$ cat config.mk
export PLATFORM = sky130hd
export DESIGN_NAME = booth_multiplier_seq
export DESIGN_NICKNAME = d
export VERILOG_FILES = /design/src/rtl/booth_multiplier_seq.sv
export SDC_FILE = /design/constraint.sdc
export NUM_CORES = 1
export LEC_CHECK = 0
export CAP_MARGIN = 10
export CORE_MARGIN = 3
export CORE_UTILIZATION = 49
export DETAILED_ROUTE_END_ITERATION = 8
export PLACE_DENSITY = 0.75
export SLEW_MARGIN = 30
export SYNTH_ARGS = -nofsm -noshare
export SYNTH_HDL_FRONTEND = slang
export SYNTH_SLANG_ARGS = --single-unit
$ cat constraint.sdc
create_clock -name clk -period 2.88 [get_ports clk]
set_input_delay 0.288 -clock clk [delete_from_list [all_inputs] [get_ports clk]]
set_output_delay 0.288 -clock clk [all_outputs]
set_load 0.05 [all_outputs]
$ cat src/rtl/booth_multiplier_seq.sv
// Iterative radix-4 Booth multiplier that retires one Booth digit per clock.
// Signed/unsigned per operation, valid/ready on both sides, result held under backpressure.
//
// state  | meaning
// IDLE   | waiting for a request
// BUSY   | retiring one Booth digit per clock, COUNT cycles
// DONE   | product valid, held until out_ready
module booth_multiplier_seq #(
    parameter int WIDTH = 8
) (
    input  logic                 clk,
    input  logic                 rst_n,
    input  logic                 in_valid,
    output logic                 in_ready,
    input  logic [WIDTH-1:0]     in_a,
    input  logic [WIDTH-1:0]     in_b,
    input  logic                 in_signed,
    output logic                 out_valid,
    input  logic                 out_ready,
    output logic [2*WIDTH-1:0]   out_result,
    output logic                 busy
);
    localparam int COUNT = WIDTH / 2 + 1;
    localparam int HW    = WIDTH + 3;
    localparam int LW    = 2 * COUNT;
    localparam int BW    = 2 * COUNT + 1;
    localparam int PW    = 2 * WIDTH;
    localparam int CW    = $clog2(COUNT);

    localparam logic [1:0] S_IDLE = 2'd0;
    localparam logic [1:0] S_BUSY = 2'd1;
    localparam logic [1:0] S_DONE = 2'd2;

    logic [1:0]     state_q, state_d;
    logic [WIDTH:0] a_q, a_d;
    logic [BW-1:0]  b_q, b_d;
    logic [HW-1:0]  hi_q, hi_d;
    logic [LW-3:0]  lo_q, lo_d;
    logic [CW-1:0]  cnt_q, cnt_d;
    logic [PW-1:0]  res_q, res_d;

    logic [WIDTH:0] a_ext, b_ext;
    logic [BW-1:0]  b_init;
    logic [HW-1:0]  a_se, a_x2, addend, sum, hi_shift;
    logic [LW-1:0]  lo_shift;
    logic [BW-1:0]  b_shift;
    logic           cin;
    logic           accept;

    assign in_ready   = (state_q == S_IDLE) | ((state_q == S_DONE) & out_ready);
    assign out_valid  = (state_q == S_DONE);
    assign busy       = (state_q == S_BUSY);
    assign out_result = res_q;
    assign accept     = in_valid & in_ready;

    always_comb begin
        a_ext  = {in_signed & in_a[WIDTH-1], in_a};
        b_ext  = {in_signed & in_b[WIDTH-1], in_b};
        b_init = {BW{b_ext[WIDTH]}};
        b_init[WIDTH+1:0] = {b_ext, 1'b0};
    end

    // The high accumulator slice is the only adder; retired low bits shift into lo.
    always_comb begin
        a_se = {HW{a_q[WIDTH]}};
        a_se[WIDTH:0] = a_q;
        a_x2   = a_se << 1;
        addend = '0;
        cin    = 1'b0;
        case (b_q[2:0])
            3'b001, 3'b010: addend = a_se;
            3'b011:         addend = a_x2;
            3'b100:         begin addend = ~a_x2; cin = 1'b1; end
            3'b101, 3'b110: begin addend = ~a_se; cin = 1'b1; end
            default:        addend = '0;
        endcase
        sum      = hi_q + addend + {{(HW-1){1'b0}}, cin};
        hi_shift = {sum[HW-1], sum[HW-1], sum[HW-1:2]};
        lo_shift = {sum[1:0], lo_q};
        b_shift  = {b_q[BW-1], b_q[BW-1], b_q[BW-1:2]};
    end

    always_comb begin
        state_d = state_q;
        a_d     = a_q;
        b_d     = b_q;
        hi_d    = hi_q;
        lo_d    = lo_q;
        cnt_d   = cnt_q;
        res_d   = res_q;
        case (state_q)
            S_BUSY: begin
                hi_d = hi_shift;
                lo_d = lo_shift[LW-1:2];
                b_d  = b_shift;
                if (cnt_q == '0) begin
                    state_d = S_DONE;
                    res_d   = PW'({hi_shift, lo_shift});
                end else begin
                    cnt_d = cnt_q - CW'(1);
                end
            end
            S_DONE: begin
                if (out_ready && !in_valid) state_d = S_IDLE;
            end
            default: state_d = S_IDLE;
        endcase
        if (accept) begin
            state_d = S_BUSY;
            a_d     = a_ext;
            b_d     = b_init;
            hi_d    = '0;
            lo_d    = '0;
            cnt_d   = CW'(COUNT - 1);
        end
    end

    always_ff @(posedge clk) begin
        if (!rst_n) begin
            state_q <= S_IDLE;
            a_q     <= '0;
            b_q     <= '0;
            hi_q    <= '0;
            lo_q    <= '0;
            cnt_q   <= '0;
            res_q   <= '0;
        end else begin
            state_q <= state_d;
            a_q     <= a_d;
            b_q     <= b_d;
            hi_q    <= hi_d;
            lo_q    <= lo_d;
            cnt_q   <= cnt_d;
            res_q   <= res_d;
        end
    end
endmodule

==> metrics.md <==
| Metric | Value |
|---|---|
| First-pass DRT Iterations | 4 |
| TritonCTS Sinks | 58 |
| Total CTS buffers | 9 |
| Largest cells by area after synthesis | dfxtp_1, nand2_1, a21oi_1 |
| Outcome | finished, final reports clean |
| R2r startpoint | b_q[2]$_SDFFE_PN0P_ |
| Setup crit start kind | flop |
| Peak supply drop | 305 uV |
| Layout cells sized above 1 | 9.20% |
| Pin count of the biggest net entering global routing | 28 |
| Largest stage delay, worst path | 480 ps |
| Max_slew headroom | 54.4% |
| FP Rows | 27 |
| Most common cell in the synthesized netlist | nand2_1 |
| Worst Slack Setup Final | 106 ps |
| # port buffers | 39 |
| N_diodes | 0 |
| PwrDens | 557 nW/um^2 |
| TritonCTS clock tree | yes |
| Synth Instances | 380 |
| Synth cell types | 49 |
| Die ar. | 7010 sq um |
| Via Count | 2737 |
| Iteration-0 DRC Markers | 120 |
| GP Congestion | 0.918 |
| CP top delay family | simple AND/OR/NAND/NOR gates |
| Period utilization | 96.3% |
| Synth top area share | 39.2% |
| Antenna violations before repair | 0 |
| Hold-critical path depth | 2 |
| First-pass GRT wire length | 12100 um |
| Crit path cell chain | or3b_1 > o21ai_0 > ha_1 > a21oi_1 > and2_1 > a21oi_1 > or4_1 > nand3_1 |
| # Max-Cap Violations | 0 |
| # IOs | 40 |
| Hold crit path type | flop to flop |
| Register area share after synthesis | 39.2% |
| Starting Density | 52.1% |
| Post-synth top cells | nand2_1, dfxtp_1, a21oi_1, nor2_1, nand3_1 |
| Grt ovf | 0 |
| Worst EP required | 3160 ps |
| Mapped Area | 2960 sq um |
| Worst Setup SP | b_q[2]$_SDFFE_PN0P_ |
| Pre-CTS WS | 69.3 ps |
| Reg2Reg Depth | 8 |
| Layout Skew | 6.17 ps |
| Fmax | 361 MHz |
| Vias in the first global route | 2652 |
| Crit-path most repeated cell | a21oi_1 |
| Worst path depth | 8 |
| Total track usage | 21.0% |
| Top_reg_cell synth | dfxtp_1 |
| Clock Tree Root | clkbuf_8 |
| Critical path buffer and inverter count | 0 |
| Final setup vio count | 0 |
| Post-synth ARST share | 0% |
| Endpoints failing hold | 0 |
| RSZ-0062 raised after global routing | no |
| Residual DRC count | 0 |
| Chip Width | 83.7 um |
| Critical path data arrival time | 3050 ps |
| H-Tree Depth | 3 |
| Final WL | 7280 um |
| Chip height | 83.7 um |
| Fin Hold WS | 452 ps |
| Vias per cell | 5.52 |
| Finished Layout Cells | 496 |
| Synthesized Nets | 414 |
| Antenna-violating nets left | 0 |
| Critical-path top delay cell | or3b_1 |
| Later-pin clock latency in the skew report | 330 ps |
| Max clock buf depth | 2 |
| Worst reg2reg setup slack | 110 ps |
| P&R area growth vs syn | 23.4% |
| Setup crit end kind | flop |
| Main combinational cell family by area after synthesis | simple AND/OR/NAND/NOR gates |
| DP Cell Count | 481 |
| Synth Area in Adders | 6.00% |
| Yosys reg bits | 58 |
| Post-synth top area cell | dfxtp_1 |
| Worst R2R End | hi_q[7]$_SDFFE_PP0P_ |
| Synth warn | 0 |
| Setup TNS | 0 ps |
| DR WL/cell | 14.7 um |
| CP endpoint | hi_q[7]$_SDFFE_PP0P_ |
| XOR/XNOR share of the synthesized area | 3.26% |
| Area of the core | 5680 sq um |
| Max Fanout on Critical Path | 7 |
| Worst-path clk slew | 60 ps |
| Compound-cell area share of the yosys netlist | 21.8% |
| Max Slew Vio Count | 0 |
| Leakage | 0.00137 uW |
| Multiplexer share of the synthesized area | 0% |
| Synth Area in Simple Gates | 24.3% |
| EDFF count, synth | 0 |
| Tmin final | 2770 ps |
| Nets | 455 |
| Crit path kind | flop to flop |
| Post-synthesis area per instance | 7.79 sq um |
| Worst slew pin tran | 684 ps |
| Final HPWL DP | 5090 um |
per-layer routing:
metal	up-vias	track usage, %	share of wire, %
met5	-	0	0
met4	0	8.33	1.3
met3	8	4.84	4.4
met2	53	33.1	47
met1	1276	27.7	47
li1	1400	-	-
area by class of cell:
| cell class | instances | area, sq um |
|---|---|---|
| inverters | 12 | 45.0 |
| multi-input cells | 287 | 1670 |
| well taps | 72 | 90.1 |
| fillers | 518 | 2020 |
| flip-flops and latches | 58 | 1160 |
| repair buffers | 53 | 493 |
| clock buffers | 11 | 151 |
| clock inverters | 3 | 40.0 |
power breakdown:
part / switching [uW] / total (uW) / internal, uW / leakage [uW]
sequential: 31.3 / 873 / 842 / 0.000473
clock: 304 / 738 / 434 / 0.000101
combinational: 260 / 421 / 161 / 0.000800
metrics by stage:
stage / util [%] / total power (uW) / area (sq um)
floorplan: - / 1170 / 2960
global placement: 60.3 / 1290 / 3420
detailed placement: 60.3 / 1300 / 3420
CTS: 63.7 / 2030 / 3620
global route: 64.3 / 2130 / 3650
finish: 64.3 / 2030 / 3650
how the worst min path moves through the flow:
| stage | end | slack, ps | start |
|---|---|---|---|
| after detailed placement | b_q[10]$_SDFFE_PN0P_ | 450 | b_q[10]$_SDFFE_PN0P_ |
| final | out_result[13]$_SDFFE_PN0P_ | 450 | out_result[13]$_SDFFE_PN0P_ |
| after global placement | out_result[11]$_SDFFE_PN0P_ | 440 | out_result[11]$_SDFFE_PN0P_ |
| after global routing | out_result[12]$_SDFFE_PN0P_ | 470 | out_result[12]$_SDFFE_PN0P_ |
| after floorplan | a_q[7]$_SDFFE_PN0P_ | 420 | in_a[7] |
| after CTS | out_result[11]$_SDFFE_PN0P_ | 460 | out_result[11]$_SDFFE_PN0P_ |
cell families (layout without fill, tap and decap cells):
logic type                 Yosys count  in the layout
AOI/OAI and AO/OA                  102            102
xor gates and xnor gates            11             11
adders and majority gates           13             13
buffers and inverters               35             79
DFF                                 58             58
and+or+nand+nor                    161            161
flip-flops by register name, indices dropped and copies added, names as in the netlist:
register	count
cnt_q	3
a_q	9
out_result	16
lo_q	8
state_q	2
b_q	11
hi_q	9
worst min-delay path, stage by stage (launching register included):
cell,delay [ps]
dfxtp_1,310
nand2_1,50
a21oi_1,50
layout by cell type, fill, tap and decap left out, types with 10 or more instances in the layout:
master,netlist,final
a21oi_1,45,45
buf_4,1,15
clkbuf_8,0,11
clkdlybuf4s50_1,0,38
dfxtp_1,58,57
ha_1,11,11
inv_1,10,10
nand2_1,90,90
nand3_1,20,20
nor2_1,23,23
o21ai_0,17,17
timing repair:
action	CTS	global route
setup endpoints to repair	0	5
gates resized for setup	0	4
setup buffers	0	1
hold buffers	0	0
No activity file was read; power rests on OpenSTA's default activity.
